--- config.mk ---
export PLATFORM = sky130hd
export DESIGN_NAME = usr_mode_sequencer
export DESIGN_NICKNAME = d
export VERILOG_FILES = /design/src/rtl/usr_pkg.sv /design/src/rtl/usr_cmd_buf.sv /design/src/rtl/usr_mode_sequencer.sv
export SDC_FILE = /design/constraint.sdc
export NUM_CORES = 1
export LEC_CHECK = 0
export ABC_AREA = 1
export CAP_MARGIN = 20
export CORE_MARGIN = 2
export CORE_UTILIZATION = 50
export CTS_CLUSTER_SIZE = 30
export DETAILED_ROUTE_END_ITERATION = 10
export HOLD_SLACK_MARGIN = 0.05
export PLACE_DENSITY = 0.82
export SETUP_SLACK_MARGIN = 0.5
export SYNTH_ARGS = -nofsm -noshare
export SYNTH_HDL_FRONTEND = slang
export SYNTH_SLANG_ARGS = --single-unit
--- constraint.sdc ---
create_clock -name clk -period 2.85 [get_ports clk]
set_input_delay 0.4275 -clock clk [delete_from_list [all_inputs] [get_ports clk]]
set_output_delay 0.4275 -clock clk [all_outputs]
set_load 0.03 [all_outputs]
--- src/rtl/usr_pkg.sv ---
// Shared encodings for the universal shift register mode muxes and their sequencer.
// Both the mux consumer and usr_mode_sequencer import this, so the select encoding cannot drift.
package usr_pkg;

   localparam int USR_WIDTH_LEN = 2;
   localparam int USR_DATA_W    = 4;
   localparam int USR_CNT_W     = 3;

   localparam logic [1:0] MODE_HOLD = 2'b00;
   localparam logic [1:0] MODE_SHR  = 2'b01;
   localparam logic [1:0] MODE_SHL  = 2'b10;
   localparam logic [1:0] MODE_LOAD = 2'b11;

   typedef enum logic [1:0] {
      ST_IDLE,
      ST_LOAD,
      ST_RUN,
      ST_DONE
   } seq_state_e;

endpackage

--- src/rtl/usr_cmd_buf.sv ---
// One-entry command holding register, used by usr_mode_sequencer when USR_SEQ_CMDBUF_EN is defined.
// It lets a command arrive while another one is still driving the muxes.
module usr_cmd_buf
   import usr_pkg::*;
#(
   parameter int DATA_W = USR_DATA_W,
   parameter int CNT_W  = USR_CNT_W
) (
   input  logic              clk,
   input  logic              rst_n,
   input  logic              push,
   input  logic              pop,
   input  logic [1:0]        in_op,
   input  logic [CNT_W-1:0]  in_cnt,
   input  logic [DATA_W-1:0] in_data,
   input  logic              in_sin,
   output logic              full,
   output logic [1:0]        out_op,
   output logic [CNT_W-1:0]  out_cnt,
   output logic [DATA_W-1:0] out_data,
   output logic              out_sin
);

   // push only happens while empty and pop only while full, so they never collide
   always_ff @(posedge clk or negedge rst_n) begin
      if (!rst_n) begin
         full     <= 1'b0;
         out_op   <= MODE_HOLD;
         out_cnt  <= '0;
         out_data <= '0;
         out_sin  <= 1'b0;
      end else begin
         if (pop) begin
            full <= 1'b0;
         end
         if (push) begin
            full     <= 1'b1;
            out_op   <= in_op;
            out_cnt  <= in_cnt;
            out_data <= in_data;
            out_sin  <= in_sin;
         end
      end
   end

endmodule

--- src/rtl/usr_mode_sequencer.sv ---
// Command sequencer driving mode select, serial fill bits and load word of the 4-bit universal shift register.
// Define USR_SEQ_CMDBUF_EN to add a one-entry command buffer for gap-free back-to-back commands.
module usr_mode_sequencer
   import usr_pkg::*;
#(
   parameter int WIDTH_LEN = USR_WIDTH_LEN,
   parameter int DATA_W    = USR_DATA_W,
   parameter int CNT_W     = USR_CNT_W
) (
   input  logic                 clk,
   input  logic                 rst_n,
   input  logic                 cmd_valid,
   output logic                 cmd_ready,
   input  logic [1:0]           cmd_op,
   input  logic [CNT_W-1:0]     cmd_cnt,
   input  logic [DATA_W-1:0]    cmd_data,
   input  logic                 cmd_sin,
   output logic [WIDTH_LEN-1:0] sel,
   output logic                 sr_in,
   output logic                 sl_in,
   output logic [DATA_W-1:0]    par_data,
   output logic                 busy,
   output logic                 done
);

   seq_state_e        state;
   logic [CNT_W-1:0]  cnt_q;

   logic              accept;
   logic              take;
   logic              free;
   logic              finishing;
   logic              zero_len;
   logic [1:0]        nxt_op;
   logic [CNT_W-1:0]  nxt_cnt;
   logic [DATA_W-1:0] nxt_data;
   logic              nxt_sin;

   seq_state_e        start_state;
   logic [1:0]        start_sel;
   logic              start_sr;
   logic              start_sl;
   logic              start_busy;

   assign free      = (state == ST_IDLE) || (state == ST_DONE);
   assign finishing = (state == ST_LOAD) || ((state == ST_RUN) && (cnt_q == CNT_W'(1)));
   assign zero_len  = (nxt_op != MODE_LOAD) && (nxt_cnt == '0);

`ifdef USR_SEQ_CMDBUF_EN
   logic              buf_full;
   logic              buf_push;
   logic              buf_pop;
   logic [1:0]        buf_op;
   logic [CNT_W-1:0]  buf_cnt;
   logic [DATA_W-1:0] buf_data;
   logic              buf_sin;

   assign cmd_ready = !buf_full;
   assign accept    = cmd_valid && cmd_ready;
   assign nxt_op    = buf_full ? buf_op   : cmd_op;
   assign nxt_cnt   = buf_full ? buf_cnt  : cmd_cnt;
   assign nxt_data  = buf_full ? buf_data : cmd_data;
   assign nxt_sin   = buf_full ? buf_sin  : cmd_sin;
   // a zero-length follower waits for the normal DONE cycle so both done pulses stay distinct
   assign take      = (buf_full || accept) && (free || (finishing && !zero_len));
   assign buf_push  = accept && !take;
   assign buf_pop   = take && buf_full;

   usr_cmd_buf #(
      .DATA_W (DATA_W),
      .CNT_W  (CNT_W)
   ) u_cmd_buf (
      .clk      (clk),
      .rst_n    (rst_n),
      .push     (buf_push),
      .pop      (buf_pop),
      .in_op    (cmd_op),
      .in_cnt   (cmd_cnt),
      .in_data  (cmd_data),
      .in_sin   (cmd_sin),
      .full     (buf_full),
      .out_op   (buf_op),
      .out_cnt  (buf_cnt),
      .out_data (buf_data),
      .out_sin  (buf_sin)
   );
`else
   assign cmd_ready = free;
   assign accept    = cmd_valid && cmd_ready;
   assign nxt_op    = cmd_op;
   assign nxt_cnt   = cmd_cnt;
   assign nxt_data  = cmd_data;
   assign nxt_sin   = cmd_sin;
   assign take      = accept;
`endif

   // first-cycle outputs of whichever command is about to start
   always_comb begin
      start_state = ST_DONE;
      start_sel   = MODE_HOLD;
      start_sr    = 1'b0;
      start_sl    = 1'b0;
      start_busy  = 1'b0;
      if (nxt_op == MODE_LOAD) begin
         start_state = ST_LOAD;
         start_sel   = MODE_LOAD;
         start_busy  = 1'b1;
      end else if (nxt_cnt != '0) begin
         start_state = ST_RUN;
         start_sel   = nxt_op;
         start_sr    = (nxt_op == MODE_SHR) && nxt_sin;
         start_sl    = (nxt_op == MODE_SHL) && nxt_sin;
         start_busy  = 1'b1;
      end
   end

   always_ff @(posedge clk or negedge rst_n) begin
      if (!rst_n) begin
         state    <= ST_IDLE;
         cnt_q    <= '0;
         sel      <= MODE_HOLD;
         sr_in    <= 1'b0;
         sl_in    <= 1'b0;
         par_data <= '0;
         busy     <= 1'b0;
         done     <= 1'b0;
      end else if (take) begin
         state <= start_state;
         cnt_q <= nxt_cnt;
         sel   <= start_sel;
         sr_in <= start_sr;
         sl_in <= start_sl;
         busy  <= start_busy;
         done  <= zero_len || finishing;
         if (nxt_op == MODE_LOAD) begin
            par_data <= nxt_data;
         end
      end else if (finishing) begin
         state <= ST_DONE;
         cnt_q <= '0;
         sel   <= MODE_HOLD;
         sr_in <= 1'b0;
         sl_in <= 1'b0;
         busy  <= 1'b0;
         done  <= 1'b1;
      end else if (state == ST_RUN) begin
         cnt_q <= cnt_q - CNT_W'(1);
      end else begin
         state <= ST_IDLE;
         sel   <= MODE_HOLD;
         sr_in <= 1'b0;
         sl_in <= 1'b0;
         busy  <= 1'b0;
         done  <= 1'b0;
      end
   end

endmodule

==> results of run 1 <==
worst max-delay path, delay by kind of cell, from the launching register on:
kind | cells | cell delay (ps)
buffers and inverters | 2 | 750
DFF | 1 | 360
adders and majority gates | 1 | 330
path summary, 6_finish.rpt:
path | startpoint | to | slack (ps)
max in group asynchronous | rst_n | par_data[1] | 1880
min in group asynchronous | rst_n | par_data[0] | 550
worst max-delay path | state[0] | cmd_ready | 710
worst min register to register | par_data[2] | par_data[2] | 490
worst max register to register | state[0] | sel[1] | 1310
worst min-delay path | par_data[2] | par_data[2] | 490
cells in the mapped netlist:
library cell  instances  area (um^2)
dfrtp_1              15          375
nand2_1              23         86.3
o21ai_1               6         30.0
nand3_4               1         17.5
ha_1                  4         50.1
inv_1                17         63.8
nand2_4               1         11.3
a31oi_1               2         12.5
clkinv_1              2         7.51
o21ai_2               5         43.8
nand3_2               1         10.0
nand4_4               2         42.5
nor2_4                1         11.3
nand3_1               3         15.0
nor2_1                6         22.5
nor2_2                5         31.3
nand4_1               2         12.5
nand2_2               1         6.26
inv_2                 2         7.51
buf_6                 1         11.3
o22ai_2               3         37.5
cells in the final DEF (no fill, tap or decap), drive strengths merged:
master         count
nand2             25
clkdlybuf4s50     23
inv               19
dfrtp             15
nor2              12
o21ai             11
nand3              5
ha                 4
nand4              4
o22ai              3
clkbuf             3
clkinv             3
a31oi              2
registers in the layout (all words and copies together), names as in the netlist:
signal    count
busy          1
cnt_q         3
done          1
par_data      4
sel           2
sl_in         1
sr_in         1
state         2
area by class of cell:
type / count / area [um^2] / area share
inverter: 21 / 78.8 / 0.0666
clock buffer: 3 / 22.5 / 0.0190
clock inverter: 1 / 5.00 / 0.00423
sequential: 15 / 375 / 0.317
tap: 25 / 31.3 / 0.0264
timing repair buffer: 23 / 230 / 0.195
multi-input combinational: 66 / 440 / 0.372
kinds of logic (layout without fill, tap and decap cells):
| kind of cell | after synthesis | count (layout) | synth area share |
|---|---|---|---|
| simple gates | 46 | 46 | 0.294 |
| flops | 15 | 15 | 0.414 |
| compound gates | 16 | 16 | 0.137 |
| fa+ha+maj | 4 | 4 | 0.0553 |
| buf+inv | 22 | 48 | 0.0995 |
routing by layer:
| metal | track usage | part of all wire |
|---|---|---|
| met4 | 0.0686 | 0.0057 |
| met3 | 0.0235 | 0.046 |
| met5 | 0 | 0 |
| met2 | 0.339 | 0.50 |
| met1 | 0.236 | 0.45 |
power groups by stage:
stage	registers, mW	clock network, mW	logic (mW)
6_report	0.359	0.120	0.879
2_1_floorplan	0.462	0	0.556
3_5_place_dp	0.362	0	0.888
5_1_grt	0.371	0.131	0.959
4_1_cts	0.360	0.125	0.890
3_3_place_gp	0.361	0	0.860
stage by stage:
| stage | cell area (um^2) | total power [mW] | worst slack [ps] | util |
|---|---|---|---|---|
| floorplan | 906 | 1.02 | 1330 | - |
| CTS | 1180 | 1.37 | 689 | 0.693 |
| detailed placement | 1160 | 1.25 | 1000 | 0.677 |
| global placement | 1160 | 1.22 | 1030 | 0.677 |
| global route | 1180 | 1.46 | 648 | 0.693 |
| finish | 1180 | 1.36 | 707 | 0.693 |
==> flow_metrics.tcl, run 1 <==
set metrics [dict create \
    grt_setup_unrepaired "false" \
    die-area_um2 2170 \
    grt.total_usage 0.192 \
    crit_type "reg -> out" \
    hold_violations 0 \
    grt_max_degree 16 \
    grt_pass1_vias 764 \
    io_pins 24 \
    drive_gt1_frac 0.202 \
    drtAntennaViolNets 0 \
    synth_cell_types 21 \
    switching_share 0.487 \
    dp_cells 150 \
    cts_tree "done" \
    setup_viol 0 \
    maxCapViolations 0 \
    cp.arrival_ps 1720 \
    yosysSeqAreaShare 0.414 \
    setup_tns_ps 0 \
    post-cts-setup-buffers 0 \
    grt-ovfl-total 0 \
    status "completed" \
    ys_ff_latch 15 \
    initial_core_util 0.530 \
    total_leakage_power_nw 0.553 \
    cp-start-kind "flip-flop" \
    diodes 0 \
    dpl.hpwl_um 1370 \
    vdd_drop_max_v 0.000756 \
    cp.required_ps 2420 \
    synth.cell_area_um2 906 \
    core_area_um2 1710 \
    slew_headroom 0.553 \
    tightest_slew_ps 668 \
    reg2regPathDepth 6 \
    cts-root-buf "clkbuf_4" \
    synth_nets 120 \
    syn_inst 103 \
    power.internal_mw 0.696 \
    drtPass1Iterations 5 \
    fill_cells 143 \
    final_cells 154 \
    antenna_found_initial 0 \
    cts_made_buffers 3 \
    port_buffers 23 \
    wl_um 1760 \
    cp_max_fo 2 \
    seq_power_share 0.264 \
    worstHoldPathType "reg -> reg" \
    drtIter0Drc 18 \
    p_comb_frac 0.647 \
    hold_ws_ps 490 \
    min_path_cells 2 \
    row_count 15 \
    syn_area_per_cell_um2 8.79 \
    insertion_delay_ps 280 \
    drc 0 \
    yosys_warnings 0 \
    clkPwrFrac 0.088 \
    clk_path_buf_depth 2 \
    worstPathCellList "inv_1 -> ha_1 -> clkdlybuf4s50_1" \
    switchingPower_mw 0.662 \
    grt_pass1_wl_um 3020 \
    max_freq_mhz 467 \
    die_h_um 46.6 \
    clkSinkCount 15 \
    syn2layout_area_growth_pct 30.7 \
    cpMaxStageDelayCell "clkdlybuf4s50_1" \
    critPathCaptureType "output pin" \
    fin_nets 147 \
    post-route-period-util 0.752 \
    fin_crit_ps 2140 \
    max_stage_delay_ps 680 \
    via_count 762 \
    skew_ps 5.55 \
    postCtsHoldBufs 0 \
    vias_per_cell 4.95 \
    die_w_um 46.6 \
    clk_pin_slew_ps 90 \
    place.gp.congestion 0.818 \
    final_max_slew_viol_count 0 \
    power_density_nw_per_um2 1150 \
    cts_max_level 1 \
    postCtsResizedCells 0 \
    wire_per_inst_um 11.4 \
]
No activity file was read; power rests on OpenSTA's default activity.
==> run 2, diff against run 1 <==
CORE_ASPECT_RATIO = 0.7   (was not set)
CORE_UTILIZATION = 47   (was 50)
PLACE_DENSITY = 0.78   (was 0.82)
clock period = 2.2 ns   (was 2.85 ns; I/O delays follow)
==> run 2 against run 1 <==
Against the previous run: sequential power rose by 31%; worst setup slack got worse by 150 ps; count of clock-buffer cells in the layout rose by 1; utilization fell by 4.4 points; non-clock buffer count did not move; total power rose by 30%; die area rose by 6.1%; hold slack got worse by 39 ps; clock skew rose by 4.3 ps; first-iteration DRC count rose by 56%; combinational power rose by 30%; critical path type unchanged; critical endpoint is now par_data[1]; largest cell class unchanged; highest routed layer unchanged.
==> flow_metrics.tcl, run 2 (synthesized netlist as in run 1, its figures left out) <==
set metrics [dict create \
    status "completed" \
    wire_per_inst_um 12.8 \
    maxCapViolations 0 \
    grt_pass1_wl_um 3280 \
    setup_ws_ps 553 \
    max_stage_delay_ps 670 \
    final_cells 151 \
    switching_share 0.500 \
    dpl.hpwl_um 1460 \
    crit_type "reg -> out" \
    finalInstanceArea_um2 1190 \
    clkPwrFrac 0.091 \
    total_leakage_power_nw 0.625 \
    grt_pass1_vias 682 \
    switchingPower_mw 0.884 \
    drtPass1Iterations 4 \
    slew_headroom 0.533 \
    drtIter0Drc 28 \
    skew_ps 9.90 \
    cp_max_fo 2 \
    tightest_slew_ps 698 \
    fin_crit_ps 1650 \
    row_count 13 \
    layout_common_cells "23 x nand2_1, 17 x inv_1, 17 x clkdlybuf4s50_1" \
    worstReg2RegEnd "sel[0]" \
    largestRegisters "par_data (4), cnt_q (3)" \
    die-area_um2 2300 \
    setup_tns_ps 0 \
    r2r_setup_slack_ps 610 \
    cpMaxStageDelayCell "clkdlybuf4s50_1" \
    syn2layout_area_growth_pct 31.6 \
    cts_max_level 1 \
    clk_path_buf_depth 2 \
    place.gp.congestion 0.798 \
    worstPathCellList "clkdlybuf4s50_1" \
    cp-startpoint "par_data[1]" \
    insertion_delay_ps 290 \
    grt_setup_unrepaired "false" \
    power.internal_mw 0.884 \
    regMostFlops "par_data" \
    setup_viol 0 \
    max_freq_mhz 607 \
    dp_cells 147 \
    seq_power_share 0.265 \
    r2r_start "state[0]" \
    drtAntennaViolNets 0 \
    cts_tree "done" \
    hold_violations 0 \
    fin_util 0.649 \
    post-route-period-util 0.749 \
    wl_um 1930 \
    reg2regPathDepth 6 \
    drc 0 \
    grt_max_degree 16 \
    final_max_slew_viol_count 0 \
    vdd_drop_max_v 0.000869 \
    post_dp_cell_area_um2 1150 \
    initial_core_util 0.493 \
    via_count 764 \
    io_pins 24 \
    grt-ovfl-total 0 \
    critPathCaptureType "output pin" \
    cts_made_buffers 3 \
    final_common_cell "nand2_1" \
    fin_nets 147 \
    critPathTopFamily "buffers and inverters" \
    worstHoldPathType "in -> async" \
    cp-start-kind "flip-flop" \
    critPathBufInv 1 \
    cts-root-buf "clkbuf_4" \
    die_w_um 56.5 \
    port_buffers 23 \
    clkSinkCount 15 \
    grt.total_usage 0.199 \
    vias_per_cell 5.06 \
    clk_pin_slew_ps 90 \
    core_area_um2 1840 \
    crit_cells 1 \
    diodes 0 \
    largest_reg_flops 4 \
    p_comb_frac 0.644 \
    cp.required_ps 1870 \
    dpl_worst_slack_ps 420 \
    drive_gt1_frac 0.209 \
    die_h_um 40.7 \
    endpoint "par_data[1]" \
    post-cts-setup-buffers 0 \
    cp.arrival_ps 1320 \
    antenna_found_initial 0 \
    power_density_nw_per_um2 1480 \
]
## run 2: changes by cell type in the layout (fill, tap and decap cells not counted), sizes merged
cell | before | now
buf | 0 | 1
clkdlybuf4s50 | 23 | 17
clkbuf | 3 | 4
clkinv | 3 | 2
dlymetal6s2s | 0 | 5
## run 2: worst min-delay path by stage
| stage | slack (ps) | end | startpoint | depth (start not counted) |
|---|---|---|---|---|
| 2_1_floorplan | 30 | busy | rst_n | 0 |
| 3_3_place_gp | 480 | par_data[3] | par_data[3] | 2 |
| 3_5_place_dp | 470 | par_data[3] | par_data[3] | 2 |
| 4_1_cts | 480 | par_data[2] | rst_n | 1 |
| 5_1_grt | 480 | par_data[2] | rst_n | 1 |
| 6_report | 450 | par_data[2] | rst_n | 1 |
## run 2: area by class of cell
type	count	area [um^2]
Clock buffer	4	26.3
Sequential cell	15	375
Tap cell	22	27.5
Timing Repair Buffer	23	238
Inverter	21	78.8
Multi-Input combinational cell	66	447
Fill cell	165	646
## run 2: repair_timing
item | CTS | global route
setup endpoints to repair | 1 | 6
pin swaps | 0 | 0
hold buffers | 0 | 0
gates cloned | 0 | 0
resized for setup | 5 | 6
## run 2: metrics by stage
stage / hold slack (ps) / power [mW]
floorplan: 34.4 / 1.32
global placement: 477 / 1.60
detailed placement: 474 / 1.63
CTS: 476 / 1.78
global route: 484 / 1.93
finish: 451 / 1.77
## run 2: routing by layer
metal	global-route usage	vias to the layer above	routed length, um
met2	0.314	26	903
met1	0.263	350	867
met5	0	-	0
met3	0.0694	2	147
li1	-	386	-
met4	0.0595	0	12
## run 2: power groups by stage
stage	combinational, mW	sequential [mW]	clock, mW
after floorplan	0.720	0.599	0
after global placement	1.13	0.466	0
after detailed placement	1.16	0.474	0
after CTS	1.15	0.469	0.165
after global routing	1.26	0.485	0.183
final	1.14	0.469	0.161
